## config.mk

```make
export PLATFORM = sky130hd
export DESIGN_NAME = if_stage_reg
export DESIGN_NICKNAME = d
export VERILOG_FILES = /design/src/rtl/if_stage_reg.sv
export SDC_FILE = /design/constraint.sdc
export NUM_CORES = 1
export LEC_CHECK = 0
export BUFFER_PORTS_ARGS = -buffer_cell sky130_fd_sc_hd__buf_2
export CORE_MARGIN = 2
export CORE_UTILIZATION = 54
export CTS_CLUSTER_DIAMETER = 120
export DETAILED_ROUTE_END_ITERATION = 8
export PLACE_DENSITY = 0.84
export SLEW_MARGIN = 20
export SYNTH_ARGS = -nofsm -noshare
export SYNTH_HDL_FRONTEND = slang
export SYNTH_SLANG_ARGS = --single-unit
```

## constraint.sdc

```tcl
create_clock -name clk -period 2.6 [get_ports clk]
set_input_delay 0.52 -clock clk [delete_from_list [all_inputs] [get_ports clk]]
set_output_delay 0.52 -clock clk [all_outputs]
set_load 0.02 [all_outputs]
```

## src/rtl/if_stage_reg.sv

```systemverilog
// Instruction fetch stage with IF/ID pipeline register, imem handshake, stall and flush handling.
// Optional fetch/bubble counters are enabled with `define IF_FETCH_STATS_EN.
module if_stage_reg #(
  parameter logic [31:0] RESET_PC  = 32'h0000_0000,
  parameter logic [31:0] NOP_INSTR = 32'h0000_0000
) (
  input  logic        clk,
  input  logic        rst,
  input  logic        Stall,
  input  logic        BranchFlush,
  input  logic [31:0] BranchTarget,
  output logic        imem_req,
  output logic [31:0] imem_addr,
  input  logic [31:0] imem_rdata,
  input  logic        imem_ready,
  output logic [31:0] Instruction_ID,
  output logic [31:0] PC_ID,
  output logic [31:0] NextInstruct_out,
  output logic        Valid_ID
`ifdef IF_FETCH_STATS_EN
  ,
  output logic [31:0] FetchCount,
  output logic [31:0] BubbleCount
`endif
);

  typedef enum logic [1:0] {FETCH, HOLD, KILL} state_t;

  state_t      state;
  logic [31:0] pc;
  logic [31:0] hold_buf;
  logic [31:0] redirect_pc;
  logic [31:0] pc_plus4;
  logic        load_real;
  logic        load_bubble;
  logic [31:0] load_word;

  assign pc_plus4 = pc + 32'd4;

  // What the IF/ID register takes this cycle: a real word, a bubble, or nothing (hold).
  always_comb begin
    load_real   = 1'b0;
    load_bubble = 1'b0;
    load_word   = imem_rdata;
    if (BranchFlush) begin
      load_bubble = 1'b1;
    end else begin
      case (state)
        FETCH: begin
          if (!Stall) begin
            load_real   = imem_ready;
            load_bubble = !imem_ready;
          end
        end
        HOLD: begin
          load_real = !Stall;
          load_word = hold_buf;
        end
        KILL:    load_bubble = !Stall;
        default: load_bubble = 1'b0;
      endcase
    end
  end

  always_ff @(posedge clk) begin
    if (!rst) begin
      state            <= FETCH;
      pc               <= RESET_PC;
      imem_addr        <= RESET_PC;
      imem_req         <= 1'b1;
      hold_buf         <= 32'd0;
      redirect_pc      <= 32'd0;
      Instruction_ID   <= NOP_INSTR;
      PC_ID            <= 32'd0;
      NextInstruct_out <= 32'd0;
      Valid_ID         <= 1'b0;
    end else begin
      if (load_real) begin
        Instruction_ID   <= load_word;
        PC_ID            <= pc;
        NextInstruct_out <= pc_plus4;
        Valid_ID         <= 1'b1;
      end else if (load_bubble) begin
        Instruction_ID   <= NOP_INSTR;
        PC_ID            <= 32'd0;
        NextInstruct_out <= 32'd0;
        Valid_ID         <= 1'b0;
      end

      if (BranchFlush) begin
        // A pending request must stay stable, so an unacknowledged flush parks the target.
        if (state == HOLD || imem_ready) begin
          pc        <= BranchTarget;
          imem_addr <= BranchTarget;
          state     <= FETCH;
          imem_req  <= 1'b1;
        end else begin
          redirect_pc <= BranchTarget;
          state       <= KILL;
          imem_req    <= 1'b1;
        end
      end else begin
        case (state)
          FETCH: begin
            if (imem_ready) begin
              if (!Stall) begin
                pc        <= pc_plus4;
                imem_addr <= pc_plus4;
              end else begin
                hold_buf <= imem_rdata;
                state    <= HOLD;
                imem_req <= 1'b0;
              end
            end
          end
          HOLD: begin
            if (!Stall) begin
              pc        <= pc_plus4;
              imem_addr <= pc_plus4;
              state     <= FETCH;
              imem_req  <= 1'b1;
            end
          end
          KILL: begin
            if (imem_ready) begin
              pc        <= redirect_pc;
              imem_addr <= redirect_pc;
              state     <= FETCH;
            end
          end
          default: begin
            state    <= FETCH;
            imem_req <= 1'b1;
          end
        endcase
      end
    end
  end

`ifdef IF_FETCH_STATS_EN
  always_ff @(posedge clk) begin
    if (!rst) begin
      FetchCount  <= 32'd0;
      BubbleCount <= 32'd0;
    end else begin
      if (load_real)   FetchCount  <= FetchCount + 32'd1;
      if (load_bubble) BubbleCount <= BubbleCount + 32'd1;
    end
  end
`endif

endmodule

```

==> key figures, run 1 <==
Run status
  • Status: complete, no violations

Finish
  • Finished Core Util: 0.6594
  • Share of cells above drive strength 1: 0.2611
  • Multi-input gate area: 4308 sq um
  • Filler cells: 1382
  • Area Growth Syn to Fin: 19.23%
  • Most common cell after layout, fill and taps aside: nand2_1
  • Ant diodes: 0
  • Reg area: 3924 sq um
  • Fin nets: 1294
  • Most frequent cells in the layout: nand2_1, buf_2, dfxtp_1

Place
  • Pre-CTS setup slack: 0.2842 ns
  • Detailed Place HPWL: 17710 um
  • Buffers on Ports: 198
  • GP Congestion: 0.9570

Clock tree
  • H-tree depth: 4
  • Clock transition time at the flip-flop clock pins of the worst setup and hold paths: 0.07 ns
  • CTS tree: built
  • Later-pin clock latency in the skew report: 0.43 ns
  • Root buffer cell: clkbuf_16
  • Post-CTS resize count: 0
  • CTS Buf Count: 17
  • Clock sink count: 196
  • Setup Buffers After CTS: 0
  • Clk buf depth: 2
  • Hold_buf cts: 0

Worst hold path
  • Hold/Removal Path Class: input port to flop
  • Endpoint, Worst Hold: redirect_pc[0]
  • Hold Crit Depth: 3
  • Hold path startpoint: BranchTarget[0]

Route
  • DR WL/cell: 17.54 um
  • Antenna viol nets, final: 0
  • Total number of vias: 8470
  • Detailed-route vias per instance: 5.829
  • First-pass DRT Iterations: 5
  • Starting DRT DRC Count: 739
  • DRC Markers: 0
  • Drt total wl: 25480 um

Worst setup path
  • Setup crit start kind: flop
  • Critical path data required time: 2.92 ns
  • R2R setup slack: 0.27 ns
  • Reg2Reg Capture Point: pc[28]
  • Crit path kind: flop to flop
  • Worst Path Max Fanout: 12
  • R2r startpoint: pc[11]
  • Register-to-Register Path Depth: 5
  • Crit path DAT: 2.65 ns
  • Crit. End Element: flop

Global route
  • Met2 Use GR: 0.4596
  • Met1 usage: 0.3934
  • Largest net degree at the start of global routing: 80
  • Vias in the first global route: 7735
  • Grt ovf: 0
  • First-pass GRT wire length: 40740 um
  • Initial antenna violation count: 0
  • M3 GR Usage: 0.05459
  • GR peak layer: met2
  • Tot GR Track Use: 0.2892

Job
  • Maximum capacitance violations: 0

Floorplan
  • Initial core utilization: 0.5531
  • IO Pins: 199
  • Die W: 131.8 um
  • Row count: 46
  • Full die area: 17370 sq um
  • Die height: 131.8 um
  • Core area: 15940 sq um

Logic synthesis
  • Area share of the largest cell type after synthesis: 0.4450
  • Post-synth ARST share: 0
  • Post-Syn Area: 8817 sq um
  • Ys flop type: dfxtp_1
  • Post-synthesis register bit count: 196
  • Synth area leaders: dfxtp_1, nand2_1, a22oi_1
  • Seq/Total Area, Yosys: 0.4450
  • Largest area contributor in the netlist: dfxtp_1
  • Yosys warning count: 0
  • Synth Net Count: 1152
  • Yosys cell types: 61
  • Avg Inst Size Synth: 8.149 sq um
  • Number of synthesized flops with an enable pin: 0
  • Synth Instances: 1082

Power
  • Max IR drop VDD: 0.4869 mV
  • Total leakage power: 0.004353 uW
  • Total power: 6850 uW
  • Power Dens Cells: 651.6 nW/um^2

Timing
  • Fin crit share: 0.8960
  • Crit path time final: 2.330 ns
  • Final hold vios: 0
  • Final worst slack: 0.2704 ns
  • RSZ-0062 raised after global routing: false
  • Worst Clk Skew: 0.009867 ns
  • Fmax: 429.2 MHz
  • Setup-failing EPs final: 0
  • Max Transition Viols Final: 0
  • Worst slew pin tran: 0.7502 ns
  • Slew HR: 0.4998
  • Final TNS setup: 0 ns
[Yosys cell counts (12+ instances only)]
cell and instances:
nor2_1 114, a22oi_1 72, mux2_2 37, clkbuf_1 68
nand2_1 211, xnor2_1 12, o21ai_0 46, nor3_1 25
a21oi_1 89, dfxtp_1 196, nand3_1 14, buf_4 33
[per-stage QoR]
step | instances | hold slack [ns] | instance area (sq um)
after floorplan | 1082 | 0.4319 | 8817
after global placement | 1421 | 0.4242 | 9882
after detailed placement | 1421 | 0.4339 | 9882
after CTS | 1453 | 0.3208 | 10510
after global routing | 1453 | 0.3241 | 10510
final | 1453 | 0.3298 | 10510
[cell families after synthesis]
| family | share of synthesized area |
|---|---|
| and+or+nand+nor | 0.2160 |
| AOI/OAI and AO/OA | 0.1933 |
| DFF | 0.4450 |
| buffers and inverters | 0.06967 |
| muxes | 0.05180 |
| xor gates and xnor gates | 0.02285 |
| adders and majority gates | 0.001419 |
[worst max-delay path: stages, from the launching register on]
cell and delay, ns:
dfxtp_1 0.50, nand4_4 0.18, or3_4 0.48, or4_4 0.57
and4_1 0.21, a211o_1 0.27
[final cells by class]
| cell class | count | area share |
|---|---|---|
| well taps | 216 | 0.02571 |
| inverters | 11 | 0.004166 |
| multi-input cells | 759 | 0.4098 |
| clock inverters | 14 | 0.01916 |
| repair buffers | 239 | 0.1271 |
| clock buffers | 18 | 0.04082 |
| flip-flops and latches | 196 | 0.3732 |
[how the worst max path moves through the flow]
stage	from	end	slack, ns	depth (start not counted)
4_1_cts	pc[11]	pc[28]	0.30	5
6_report	pc[11]	pc[28]	0.27	5
3_5_place_dp	Stall	imem_addr[31]	0.28	6
2_1_floorplan	pc[2]	pc[28]	0.35	7
3_3_place_gp	Stall	pc[25]	0.35	6
5_1_grt	pc[11]	pc[28]	0.19	5
[sequential cells by signal (all words and copies together) (netlist names)]
register	count
PC_ID	32
imem_addr	3
Valid_ID	1
hold_buf	32
state	2
Instruction_ID	32
pc	31
imem_req	1
NextInstruct_out	30
redirect_pc	32
[per-layer routing]
layer  vias to the layer above  routed length, um
met5                         -                  0
li1                       4025                  -
met3                        55               2151
met2                       422              11730
met1                      3968              10840
met4                         0                758
[power by group]
part / internal (uW) / leakage, uW / switching, uW
logic: 296 / 0.00247 / 514
registers: 3100 / 0.00159 / 107
clock network: 1620 / 0.000295 / 1200
No activity file was read; power rests on OpenSTA's default activity.
==> run 2: changes to the inputs <==
--- a/config.mk
+++ b/config.mk
@@ -6,11 +6,12 @@
 export NUM_CORES = 1
 export LEC_CHECK = 0
 export BUFFER_PORTS_ARGS = -buffer_cell sky130_fd_sc_hd__buf_2
+export CORE_ASPECT_RATIO = 1.5
 export CORE_MARGIN = 2
-export CORE_UTILIZATION = 54
+export CORE_UTILIZATION = 45
 export CTS_CLUSTER_DIAMETER = 120
 export DETAILED_ROUTE_END_ITERATION = 8
-export PLACE_DENSITY = 0.84
+export PLACE_DENSITY = 0.72
 export SLEW_MARGIN = 20
 export SYNTH_ARGS = -nofsm -noshare
 export SYNTH_HDL_FRONTEND = slang
==> run 2 against run 1 <==
Effect of this change:
- maximum frequency is 1.2% lower
- utilization is 11 points lower
- flip-flop and latch count stayed put
- first-iteration DRC count grew 16%
- clock skew about the same
==> key figures, run 2 (synthesis gave the netlist of run 1 again) <==
Place
  • Detailed Place HPWL: 18230 um (+2.9%)
  • Inst Count DP: 1460 (+2.7%)
  • Placed cell areas: 9937 sq um (+0.56%)
  • Buffers on Ports: 198 (unchanged)
  • GP Congestion: 0.9341 (-2.4%)

Power
  • Sw frac: 0.2605 (-0.005853)
  • Combinational group share of total power: 0.119 (about the same)
  • Power Dens Cells: 644.9 nW/um^2 (-1.0%)
  • Register share of total power: 0.471 (+0.002)
  • NetSw: 1775 uW (-2.7%)
  • Int Pwr: 5038 uW (+0.25%)
  • Max IR drop VDD: 0.4312 mV (-11%)
  • Clk pwr share: 0.410 (-0.003)
  • Total leakage power: 0.004365 uW (+0.27%)

Route
  • First-pass DRT Iterations: 5 (unchanged)
  • Drt total wl: 25770 um (+1.1%)
  • Detailed-route vias per instance: 5.527 (-5.2%)
  • DRC Markers: 0 (unchanged)
  • Antenna viol nets, final: 0 (unchanged)
  • DR WL/cell: 17.25 um (-1.7%)
  • Total number of vias: 8258 (-2.5%)
  • Starting DRT DRC Count: 860 (+16%)

Floorplan
  • IO Pins: 199 (unchanged)
  • Die W: 118.3 um (-10%)
  • Full die area: 20750 sq um (+19%)
  • Core area: 19160 sq um (+20%)
  • Initial core utilization: 0.4602 (-0.09289)
  • Row count: 62 (+35%)
  • Die height: 175.4 um (+33%)

Finish
  • Multi-input gate area: 4308 sq um (unchanged)
  • Most frequent cells in the layout: nand2_1, buf_2, dfxtp_1
  • Filler cells: 1824 (+32%)
  • Reg area: 3924 sq um (unchanged)
  • Fin area: 10560 sq um (+0.49%)
  • Fin nets: 1293 (-0.077%)
  • Most common cell after layout, fill and taps aside: nand2_1
  • Share of cells above drive strength 1: 0.2605 (-0.0005978)
  • Post-Layout Cell Count: 1494 (+2.8%)
  • Area Growth Syn to Fin: 19.81%

Clock tree
  • Later-pin clock latency in the skew report: 0.44 ns (about the same)
  • Root buffer cell: clkbuf_16
  • CTS tree: built
  • Hold_buf cts: 0 (unchanged)
  • H-tree depth: 4 (unchanged)
  • Clk buf depth: 2 (unchanged)
  • Clock transition time at the flip-flop clock pins of the worst setup and hold paths: 0.07 ns (about the same)
  • Clock sink count: 196 (unchanged)
  • Post-CTS resize count: 0 (unchanged)
  • Setup Buffers After CTS: 0 (unchanged)
  • CTS Buf Count: 17 (unchanged)

Worst setup path
  • Crit path DAT: 2.68 ns (+0.03 ns)
  • Crit. End Element: flop
  • Setup crit start kind: flop
  • Register-to-Register Path Depth: 5 (unchanged)
  • Crit path kind: flop to flop
  • Critical path data required time: 2.92 ns (about the same)
  • Worst Path Max Fanout: 12 (unchanged)

Timing
  • Slew HR: 0.5615 (+0.06170)
  • Setup-failing EPs final: 0 (unchanged)
  • Max Transition Viols Final: 0 (unchanged)
  • Final TNS setup: 0 ns (unchanged)
  • Crit path time final: 2.359 ns (+0.02947 ns)
  • Worst slew pin tran: 0.6577 ns (-0.09255 ns)
  • Fmax: 423.9 MHz (-1.2%)
  • Final hold vios: 0 (unchanged)
  • RSZ-0062 raised after global routing: false
  • Worst Clk Skew: 0.009479 ns (-0.0003887 ns)
  • Hold_ws: 0.3287 ns (-0.001124 ns)
  • Fin crit share: 0.9074 (+0.01133)

Global route
  • Tot GR Track Use: 0.2426 (-0.04656)
  • Largest net degree at the start of global routing: 148 (+85%)
  • First-pass GRT wire length: 40480 um (-0.64%)
  • Initial antenna violation count: 2 (+2)
  • Grt ovf: 0 (unchanged)
  • Vias in the first global route: 7603 (-1.7%)

Worst hold path
  • Hold Crit Depth: 3 (unchanged)
  • Hold/Removal Path Class: input port to flop

Run status
  • Status: complete, no violations

Job
  • Maximum capacitance violations: 0 (unchanged)
-- run 2: cell types whose count changed in the layout (fill, tap and decap cells not counted), sizes merged --
cell	delta
clkbuf	+1
clkinvlp	-3
buf	-1
inv	-1
diode	+2
clkinv	+3
-- run 2: power by group through the flow --
stage	registers (uW)	logic (uW)	clock network [uW]
3_3_place_gp	3270	798	0
5_1_grt	3220	883	2960
3_5_place_dp	3270	804	0
2_1_floorplan	3280	529	0
6_report	3210	809	2800
4_1_cts	3210	810	2840
-- run 2: critical path: stages (launching register included) --
cell	delay, ns
dfxtp_1	0.51
nand4_4	0.19
or3_4	0.49
or4_4	0.56
and4_1	0.22
a211o_1	0.28
-- run 2: area by class of cell --
| class | instances | share of cell area |
|---|---|---|
| inverters | 11 | 0.004145 |
| flip-flops and latches | 196 | 0.3714 |
| repair buffers | 238 | 0.1270 |
| diodes | 2 | 0.0004738 |
| well taps | 256 | 0.03032 |
| clock inverters | 13 | 0.01694 |
| multi-input cells | 759 | 0.4078 |
| clock buffers | 19 | 0.04193 |
-- run 2: stage by stage --
step	utilization	total power (uW)	setup WS, ns
after floorplan	-	3805	0.3507
after global placement	0.5186	4069	0.3609
after detailed placement	0.5186	4078	0.3181
after CTS	0.5511	6851	0.2651
after global routing	0.5513	7063	0.1835
final	0.5513	6813	0.2409
-- run 2: worst paths after layout --
path                                      startpoint                    to  slack [ns]
worst max register to register                pc[11]                pc[28]        0.24
worst max-delay path                          pc[11]                pc[28]        0.24
worst min register to register  NextInstruct_out[24]  NextInstruct_out[24]        0.44
worst min-delay path                 BranchTarget[8]        redirect_pc[8]        0.33
-- run 2: metal layers --
metal,GRT usage,wire [um]
met2,0.4092,12720
met4,0.1235,996
met5,0,0
met1,0.2982,10770
met3,0.03929,1279
==> run 3: changes to the inputs <==
--- a/config.mk
+++ b/config.mk
@@ -7,7 +7,6 @@
 export LEC_CHECK = 0
 export BUFFER_PORTS_ARGS = -buffer_cell sky130_fd_sc_hd__buf_2
 export CORE_ASPECT_RATIO = 1.5
-export CORE_MARGIN = 2
 export CORE_UTILIZATION = 45
 export CTS_CLUSTER_DIAMETER = 120
 export DETAILED_ROUTE_END_ITERATION = 8
==> run 3 against run 2 <==
Effect of this change:
- sequential power about the same
- power decreased by 0.78%
- first-iteration DRC count fell by 17%
- global-route usage up 1.3 points
- register-to-register slack improved by 0.05 ns
- non-clock buffer count up 8
- count of clock-buffer cells in the layout is 2 higher
- via count up 0.38%
- utilization is 0.18 points higher
- critical path type unchanged
- largest cell class unchanged
==> key figures, run 3 (synthesis gave the netlist of run 1 again) <==
Run status
  • Status: complete, no violations

Clock tree
  • H-tree depth: 4 (unchanged)
  • CTS Buf Count: 17 (unchanged)
  • Clock transition time at the flip-flop clock pins of the worst setup and hold paths: 0.07 ns (about the same)
  • Setup Buffers After CTS: 0 (unchanged)
  • Clk buf depth: 2 (unchanged)
  • Post-CTS resize count: 0 (unchanged)
  • Later-pin clock latency in the skew report: 0.43 ns (about the same)
  • Hold_buf cts: 0 (unchanged)
  • Clock sink count: 196 (unchanged)
  • Root buffer cell: clkbuf_16
  • CTS tree: built

Route
  • Drt total wl: 25700 um (-0.25%)
  • DR WL/cell: 17.12 um (-0.72%)
  • Detailed-route vias per instance: 5.522 (about the same)
  • First-pass DRT Iterations: 5 (unchanged)
  • Total number of vias: 8289 (+0.38%)
  • DRC Markers: 0 (unchanged)
  • Starting DRT DRC Count: 710 (-17%)
  • Antenna viol nets, final: 0 (unchanged)

Timing
  • Final TNS setup: 0 ns (unchanged)
  • Fmax: 433.7 MHz (+2.3%)
  • Final hold vios: 0 (unchanged)
  • Setup-failing EPs final: 0 (unchanged)
  • Max Transition Viols Final: 0 (unchanged)
  • Crit path time final: 2.306 ns (-0.05325 ns)
  • Worst slew pin tran: 0.6527 ns (-0.005029 ns)
  • Fin crit share: 0.8869 (-0.02048)
  • Slew HR: 0.5609 (-0.0006600)
  • Worst Clk Skew: 0.008375 ns (-0.001104 ns)
  • RSZ-0062 raised after global routing: false

Global route
  • First-pass GRT wire length: 40260 um (-0.55%)
  • Tot GR Track Use: 0.2560 (+0.01339)
  • Grt ovf: 0 (unchanged)
  • Vias in the first global route: 7698 (+1.2%)
  • Initial antenna violation count: 1 (-1)
  • Largest net degree at the start of global routing: 72 (-51%)

Worst setup path
  • Setup crit start kind: flop
  • Crit path kind: flop to flop
  • Register-to-Register Path Depth: 5 (unchanged)
  • Critical path data required time: 2.92 ns (about the same)
  • Crit. End Element: flop
  • Crit-path cells: nand4_1, or3_4, or4_4, and4_1, a211o_1
  • Largest stage delay, worst path: 0.56 ns (about the same)
  • CP max stage cell: or4_4
  • Crit path DAT: 2.63 ns (-0.05 ns)
  • Worst Path Max Fanout: 12 (unchanged)

Floorplan
  • IO Pins: 199 (unchanged)
  • Core area: 19160 sq um (unchanged)
  • Die height: 173.4 um (-1.1%)
  • Die W: 116.3 um (-1.7%)
  • Initial core utilization: 0.4602 (unchanged)
  • Full die area: 20170 sq um (-2.8%)
  • Row count: 62 (unchanged)

Place
  • Detailed Place HPWL: 18390 um (+0.91%)
  • Buffers on Ports: 198 (unchanged)
  • GP Congestion: 0.9181 (-1.7%)
  • Inst Count DP: 1468 (+0.55%)

Finish
  • Most frequent cells in the layout: nand2_1, buf_2, dfxtp_1
  • Post-Layout Cell Count: 1501 (+0.47%)
  • Filler cells: 1825 (+0.055%)
  • Fin nets: 1301 (+0.62%)
  • Finished Core Util: 0.5532 (+0.001828)
  • Most common cell after layout, fill and taps aside: nand2_1
  • Area Growth Syn to Fin: 20.21%
  • Share of cells above drive strength 1: 0.2645 (+0.003952)

Job
  • Maximum capacitance violations: 0 (unchanged)

Power
  • Total leakage power: 0.004379 uW (+0.32%)
  • Max IR drop VDD: 0.4465 mV (+3.6%)
  • Power Dens Cells: 637.8 nW/um^2 (-1.1%)

Worst hold path
  • Hold Crit Depth: 3 (unchanged)
  • Hold/Removal Path Class: input port to flop
-- run 3: changes by cell type in the layout (fill, tap and decap cells not counted) --
cell,before,now
buf_12,4,3
clkinv_4,1,2
clkinv_2,5,1
diode_2,2,1
clkbuf_1,1,2
buf_4,36,45
clkbuf_8,1,2
bufinv_16,4,3
clkinvlp_4,1,4
inv_6,2,1
-- run 3: path summary, 6_finish.rpt --
check / start / to / slack, ns
max: pc[16] / pc[28] / 0.29
min: BranchTarget[9] / redirect_pc[9] / 0.33
max reg2reg: pc[16] / pc[28] / 0.29
min reg2reg: redirect_pc[7] / redirect_pc[7] / 0.45
-- run 3: cell type report --
type                            instances  area [sq um]  area share
Inverter                               11         43.79    0.004132
Tap cell                              256         320.3     0.03022
Timing Repair Buffer                  246          1389      0.1310
Clock buffer                           21         460.4     0.04344
Multi-Input combinational cell        759          4308      0.4064
Sequential cell                       196          3924      0.3702
Antenna cell                            1         2.502   0.0002361
Clock inverter                         11         151.4     0.01428
-- run 3: power breakdown --
group / total [uW] / switching [uW] / internal (uW)
combinational: 811 / 510 / 302
sequential: 3210 / 105 / 3110
clock: 2740 / 1170 / 1570
-- run 3: metrics by stage --
stage               hold slack [ns]  total power [uW]  setup WS, ns  area (sq um)
floorplan                    0.4319              3805        0.3507          8817
global placement             0.4313              4068        0.3878          9985
detailed placement           0.4401              4081        0.3379          9985
CTS                          0.3124              6813        0.3215         10600
global route                 0.3243              7016        0.1730         10600
finish                       0.3270              6760        0.2941         10600
-- run 3: worst max-delay path, delay by kind of cell (launching register included) --
kind,cells,cell delay [ns]
simple gates,4,1.42
flops,1,0.51
compound gates,1,0.26
-- run 3: per-layer routing --
metal  vias up  routed length [um]  track usage
met3        47                1399      0.04161
met4         0                 776       0.1143
met1      3908               10610       0.3114
met2       299               12910       0.4354
met5         -                   0            0
li1       4035                   -            -
